## src/rtl/hash_pkg.sv

```systemverilog
// Shared definitions for the Keccak squeeze sequencer: FSM encoding and
// rate/word geometry of the 1344-bit output buffer.
package hash_pkg;
  localparam int HASH_RATE_WORDS = 21;
  localparam int HASH_WORD_W     = 64;

  typedef enum logic [1:0] {
    SQZ_IDLE,
    SQZ_PERM,
    SQZ_DRAIN,
    SQZ_FIN
  } sqz_state_e;
endpackage

```

## src/rtl/hash_sqz_skid.sv

```systemverilog
// One-entry output register slice for the squeeze stream. Accepts a new word
// whenever it is empty or its current word is leaving in the same cycle.
module hash_sqz_skid #(
  parameter int W = 64
) (
  input  logic         clk,
  input  logic         rst,
  input  logic         in_valid,
  input  logic [W-1:0] in_data,
  input  logic         in_last,
  output logic         in_ready,
  output logic         out_valid,
  output logic [W-1:0] out_data,
  output logic         out_last,
  input  logic         out_ready
);
  assign in_ready = !out_valid || out_ready;

  always_ff @(posedge clk or posedge rst) begin
    if (rst) begin
      out_valid <= 1'b0;
      out_data  <= '0;
      out_last  <= 1'b0;
    end else if (in_ready) begin
      out_valid <= in_valid;
      if (in_valid) begin
        out_data <= in_data;
        out_last <= in_last;
      end
    end
  end
endmodule

```

## src/rtl/hash_squeeze_ctrl.sv

```systemverilog
// Squeeze-phase sequencer: issues permutations and streams buffer words out.
// Define HASH_SQZ_SKID_EN to register the output stream through hash_sqz_skid.
module hash_squeeze_ctrl
  import hash_pkg::*;
#(
  parameter int RATE_WORDS = HASH_RATE_WORDS,
  parameter int LEN_W      = 16
) (
  input  logic                   clk,
  input  logic                   rst,
  input  logic                   start,
  input  logic [LEN_W-1:0]       num_words,
  output logic                   perm_start,
  input  logic                   perm_done,
  output logic                   dout_en,
  input  logic [HASH_WORD_W-1:0] hash_in,
  output logic                   out_valid,
  input  logic                   out_ready,
  output logic [HASH_WORD_W-1:0] out_data,
  output logic                   out_last,
  output logic                   busy,
  output logic                   done
);
  localparam int CNT_W = $clog2(RATE_WORDS + 1);

  sqz_state_e       state;
  logic [LEN_W-1:0] remaining;
  logic [CNT_W-1:0] word_cnt;
  logic             fire;
  logic             final_xfer;
  logic             blk_end;

  assign blk_end = (word_cnt == CNT_W'(RATE_WORDS - 1));

`ifdef HASH_SQZ_SKID_EN
  logic src_valid;
  logic src_ready;
  logic src_last;

  // Fetch from the buffer while words remain; the slice decouples out_ready.
  assign src_valid  = (state == SQZ_DRAIN) && (remaining != '0);
  assign src_last   = (remaining == LEN_W'(1));
  assign fire       = src_valid & src_ready;
  assign final_xfer = out_valid & out_ready & out_last;

  hash_sqz_skid #(.W(HASH_WORD_W)) u_skid (
    .clk       (clk),
    .rst       (rst),
    .in_valid  (src_valid),
    .in_data   (hash_in),
    .in_last   (src_last),
    .in_ready  (src_ready),
    .out_valid (out_valid),
    .out_data  (out_data),
    .out_last  (out_last),
    .out_ready (out_ready)
  );
`else
  assign out_valid  = (state == SQZ_DRAIN);
  assign fire       = out_valid & out_ready;
  assign out_data   = out_valid ? hash_in : '0;
  assign out_last   = out_valid && (remaining == LEN_W'(1));
  assign final_xfer = fire && (remaining == LEN_W'(1));
`endif

  assign dout_en = fire;

  always_ff @(posedge clk or posedge rst) begin
    if (rst) begin
      state      <= SQZ_IDLE;
      remaining  <= '0;
      word_cnt   <= '0;
      perm_start <= 1'b0;
      busy       <= 1'b0;
      done       <= 1'b0;
    end else begin
      perm_start <= 1'b0;
      case (state)
        SQZ_IDLE: begin
          if (start) begin
            busy <= 1'b1;
            if (num_words == '0) begin
              state <= SQZ_FIN;
            end else begin
              remaining  <= num_words;
              word_cnt   <= '0;
              perm_start <= 1'b1;
              state      <= SQZ_PERM;
            end
          end
        end
        SQZ_PERM: begin
          if (perm_done) state <= SQZ_DRAIN;
        end
        SQZ_DRAIN: begin
          if (fire) begin
            remaining <= remaining - LEN_W'(1);
            if (blk_end) begin
              word_cnt <= '0;
              // A block that ends the request needs no further permutation.
              if (remaining != LEN_W'(1)) begin
                perm_start <= 1'b1;
                state      <= SQZ_PERM;
              end
            end else begin
              word_cnt <= word_cnt + CNT_W'(1);
            end
          end
          if (final_xfer) begin
            done  <= 1'b1;
            state <= SQZ_FIN;
          end
        end
        SQZ_FIN: begin
          // Zero-length requests arrive with done low and pulse it one cycle later.
          if (done) begin
            done  <= 1'b0;
            busy  <= 1'b0;
            state <= SQZ_IDLE;
          end else begin
            done <= 1'b1;
          end
        end
        default: state <= SQZ_IDLE;
      endcase
    end
  end
endmodule

```

## config.mk

```make
export PLATFORM = sky130hd
export DESIGN_NAME = hash_squeeze_ctrl
export DESIGN_NICKNAME = d
export VERILOG_FILES = /design/src/rtl/hash_pkg.sv /design/src/rtl/hash_sqz_skid.sv /design/src/rtl/hash_squeeze_ctrl.sv
export SDC_FILE = /design/constraint.sdc
export NUM_CORES = 1
export LEC_CHECK = 0
export BUFFER_PORTS_ARGS = -buffer_cell sky130_fd_sc_hd__buf_2
export CAP_MARGIN = 5
export CORE_ASPECT_RATIO = 0.75
export CORE_MARGIN = 3
export CORE_UTILIZATION = 40
export DETAILED_ROUTE_END_ITERATION = 16
export GPL_TIMING_DRIVEN = 0
export PLACE_DENSITY = 0.82
export SLEW_MARGIN = 20
export SYNTH_ARGS = -nofsm -noshare
export SYNTH_HDL_FRONTEND = slang
export SYNTH_SLANG_ARGS = --single-unit
```

## constraint.sdc

```tcl
create_clock -name clk -period 3.4 [get_ports clk]
set_input_delay 0.68 -clock clk [delete_from_list [all_inputs] [get_ports clk]]
set_output_delay 0.68 -clock clk [all_outputs]
set_load 0.03 [all_outputs]
```

## After elaboration in Yosys (flattened, before gate mapping)

Cells that the tools add are included.

- Equality and inequality tests: 15
- Reduce and logical (&&, ||, !) cells: 11
- Muxes and demuxes: 31
- Bitwise operators: 1
- Add/sub/neg operators: 2

Operator list:

| cell | count |
|---|---|
| 64-bit two-way mux | 1 |
| 16-bit two-way mux | 3 |
| 16-bit one-hot mux with 2 select lines | 1 |
| 5-bit two-way mux | 4 |
| 16-bit by 1-bit == test with 1-bit output (second input constant) | 1 |
| 16-bit zero test | 1 |
| 2-bit two-way mux | 8 |
| 16-bit by 1-bit inequality test with 1-bit output (second input constant) | 1 |
| 16-bit by 1-bit subtractor with 16-bit output (second input constant) | 1 |
| 5-bit one-hot mux with 2 select lines | 1 |
| 1-bit two-way mux | 9 |
| 3-bit by 1-bit inequality test with 1-bit output (second input constant) | 3 |
| 2-bit inequality test (second input constant) | 4 |
| 2-bit one-hot mux with 4 select lines | 1 |
| 1-bit one-hot mux with 2 select lines | 3 |
| 6-bit AND reduction | 1 |
| 2-bit nonzero test | 3 |
| 5-bit by 1-bit adder with 5-bit output (second input constant) | 1 |
| 5-bit == test (second input constant) | 1 |
| 2-bit == test (second input constant) | 2 |
| 2-bit by 1-bit inequality test with 1-bit output (second input constant) | 2 |
| 4-bit AND reduction | 1 |
| 3-bit AND reduction | 1 |
| 2-bit by 1-bit == test with 1-bit output (second input constant) | 1 |
| 4 further kinds | 5 |

- Input bits: 85
- Register bits: 26
- Output and inout port bits: 70
- Word-level logic and storage cells: 66

## Depth between registers and ports, before layout

- Depth in word-level cells: 6
- Mapped depth: 8
- Depth with buffers taken out: 6

## Least setup slack after synthesis

Ideal clock, no wire load.

- Path type: register to output
- Start: register remaining[8]
- End: output port out_last
- Arrival: 2.217 ns
- Path buffers: 1
- Data required time: 2.720 ns
- Cell stages (with the launch flop): 5
- Slack: 0.503 ns
- Path through: dfrtp_1 -> or4_1 -> clkbuf_2 -> or4b_4 -> nor3_1

- Longest elaborated chain between the ends: 2

RTL lines:

| item | RTL line | text |
|---|---|---|
| start: declaration | hash_squeeze_ctrl.sv:27 | `logic [LEN_W-1:0] remaining;` |
| start signal: assignment | hash_squeeze_ctrl.sv:85 | `remaining <= num_words;` |
| start signal: assignment | hash_squeeze_ctrl.sv:97 | `remaining <= remaining - LEN_W'(1);` |
| 16-bit by 1-bit == test with 1-bit output | hash_squeeze_ctrl.sv:62 | `assign out_last = out_valid && (remaining == LEN_W'(1));` |
| 1-bit logical AND | hash_squeeze_ctrl.sv:62 |  |
| end: declaration | hash_squeeze_ctrl.sv:20 | `output logic out_last,` |

Every way passes these cells.

## Worst setup path after layout

- Start: register state[0]
- End: output port out_data[53]

- Longest elaborated chain between the ends: 2

RTL lines:

| item | RTL line | text |
|---|---|---|
| start: declaration | hash_squeeze_ctrl.sv:26 | `sqz_state_e state;` |
| start signal: assignment | hash_squeeze_ctrl.sv:70 | `state <= SQZ_IDLE;` |
| start signal: assignment | hash_squeeze_ctrl.sv:83 | `state <= SQZ_FIN;` |
| start signal: assignment | hash_squeeze_ctrl.sv:88 | `state <= SQZ_PERM;` |
| 2-bit == test | hash_squeeze_ctrl.sv:59 | `assign out_valid = (state == SQZ_DRAIN);` |
| 64-bit two-way mux | hash_squeeze_ctrl.sv:61 | `assign out_data = out_valid ? hash_in : '0;` |
| end: declaration | hash_squeeze_ctrl.sv:19 | `output logic [HASH_WORD_W-1:0] out_data,` |

Every way passes these cells.

==> metrics.cfg <==
[outcome]
outcome=complete, no violations

[cts]
cts_num_sinks=26
numCtsBuffers=3
cts_tree=built
clockBufferDepth=2
htreeDepth=1
insertion_delay_ns=0.28
root_buffer=clkbuf_8
path_clk_slew_ns=0.09

[synthesis]
netlist_area_um2=2140
synth_fp_nets=360
syn_inst=271
synth_edf_count=0
synth_top_flop_cell=dfrtp_1
async_reset_ff_frac=1.00
synth_top_area_share=0.304
synth_seq_cells=26
seq_area_frac_synth=0.304
synth_area_leaders=dfrtp_1, and2_1, o2bb2ai_1
ys_types=46
yosysWarnings=0
synth_area_leader_cell=dfrtp_1
synth.avg_cell_area_um2=7.90

[timing]
tightest_slew_ns=0.626
fin_setup_tns_ns=0
max_freq_mhz=310
rsz0062_at_grt=no
setup_ws_ns=0.170
hold_violations=0
period_needed_ns=3.23
setup-violations-final=0
slew_headroom=0.579
finClkSkew_ns=0.00772
slew_viol_final=0
period_share=0.950

[final_layout]
nets=519
finalNonFillerCells=500
multi_input_area_um2=1360
num_antenna_cells=0
area_delta_synth_final_pct=42.2
n_fill_cell=480
drive_gt1_frac=0.397
fin_area_um2=3050
regArea_um2=651

[drt]
drtAntennaViolNets=0
wl_per_cell_um=16.1
dr.pass1.iters=5
route.vias.total=2679
vias_per_cell=5.36
routed_wl_mm=8.03
drc_errors=0
drt_iter0_markers=276

[die]
die-area_um2=6280
die_width_um=90.5
ioPinCount=155
die_y_um=69.4
start_util=0.425
core_um2=5040
num_rows=22

[placement]
dp_cells=497
gp_congestion=0.923
hpwl_mm=6.47
dp_slack_ns=0.399
portBuffers=154
postPlaceCellArea_um2=3000

[grt]
grtUsageTotal=0.257
grt_pass1_vias=2602
grt_pass1_wl_mm=13.2
antenna_found_initial=0
grt_max_degree=27
grt-ovfl-total=0

[power_and_ir_drop]
ir_worst_vdd_uv=363
leakage_nw=1.49
power.density_nw_per_um2=793
power_mw=2.42

[critical_path]
worstRegToRegCells=7
rrSetupSlack_ns=1.02
r2r-start=remaining[0]
crit-reg2reg-capture=remaining[12]
startpoint_type=flip-flop
cp.arrival_ns=2.55
crit_path_max_fanout=10
critical_path_class=reg2out
end_kind=primary output
required_ns=2.72

[flow_run]
drv_cap=0

[hold_path]
min_path_type=in2async

## per-layer routing
layer / wire (um) / GRT usage
met1: 3550 / 0.374
met2: 3630 / 0.389
met3: 775 / 0.0542
met4: 71 / 0.0577
met5: 0 / 0
## flip-flops by register name, summed over array words and instances, names as in the netlist
signal      flops
remaining      16
word_cnt        5
state           2
busy            1
done            1
perm_start      1
## worst max-delay path by stage
stage            startpoint           end  slack [ns]  cells past startpoint
3_3_place_gp       state[0]  out_data[52]        0.48                      8
3_5_place_dp       state[0]  out_data[51]        0.40                      8
5_1_grt            state[0]  out_data[51]        0.04                      8
6_report           state[0]  out_data[53]        0.17                      8
2_1_floorplan  remaining[8]      out_last        0.50                      4
4_1_cts            state[0]  out_data[51]        0.08                      8
## critical path, stage by stage, from the launching register on
cell and delay (ns):
dfrtp_1 0.33, clkbuf_1 0.27, nand2b_1 0.15, clkbuf_1 0.36, inv_1 0.23, clkbuf_2 0.27, clkbuf_1 0.23, and2_1 0.23
buf_2 0.18
## Yosys cell counts (2+ instances only)
| cell | count |
|---|---|
| a21oi_1 | 12 |
| a22o_1 | 4 |
| a22oi_1 | 2 |
| a31o_2 | 2 |
| a31oi_1 | 3 |
| and2_1 | 64 |
| clkbuf_1 | 20 |
| dfrtp_1 | 26 |
| ha_1 | 4 |
| inv_1 | 12 |
| mux2i_1 | 3 |
| nand2_1 | 16 |
| nand2b_1 | 2 |
| nand3_1 | 6 |
| nor2_1 | 12 |
| nor3_1 | 7 |
| nor4_1 | 11 |
| o211ai_1 | 8 |
| o21a_1 | 2 |
| o21ai_0 | 10 |
| o221ai_1 | 7 |
| o2bb2ai_1 | 9 |
| or2_2 | 2 |
| or3_1 | 3 |
| or4_1 | 3 |
## cells in the final DEF, fill, tap and decap left out, drive strengths merged, types with 3 or more instances in the layout
cell type,synthesis,layout
and2,64,64
o2bb2ai,9,9
inv,12,12
a31oi,3,3
o21ai,11,11
nand3,6,6
nor4,11,11
nor2,12,12
a21oi,12,12
ha,4,4
mux2i,3,3
nor3,7,7
dfrtp,26,26
o211ai,8,8
a22o,4,4
clkbuf,21,24
a22oi,3,3
or3,4,4
or4,4,4
buf,1,155
nand2,16,16
o221ai,7,7
## logic make-up (layout without fill, tap and decap cells)
logic type,after synthesis,count (layout),synth area share
simple gates,137,137,0.374
compound gates,67,67,0.224
buf+inv,34,191,0.0602
flops,26,26,0.304
fa+ha+maj,4,4,0.0234
mux,3,3,0.0140
## power breakdown
part | switching [mW] | internal [mW] | total, mW
Sequential | 0.147 | 0.447 | 0.594
Clock | 0.102 | 0.0798 | 0.181
Combinational | 1.08 | 0.561 | 1.64
## timing repair
action                                  4_1_cts  5_1_grt
buffers inserted                              0        0
hold buffers                                  0        0
endpoints found under the setup margin        0       50
hold endpoints to repair                      0        0
resized for setup                             0        2
## metrics by stage
stage / hold slack, ns / utilization
2_1_floorplan: 0.445 / -
3_3_place_gp: 0.464 / 0.596
4_1_cts: 0.489 / 0.604
3_5_place_dp: 0.474 / 0.596
6_report: 0.440 / 0.605
5_1_grt: 0.507 / 0.605
## final cells by class
type                       count  share of cell area
tap                           72              0.0296
sequential                    26               0.214
multi-input combinational    211               0.447
buffer                        22              0.0279
clock buffer                   3              0.0136
inverter                      12              0.0148
timing repair buffer         154               0.253
No activity file was read; power rests on OpenSTA's default activity.
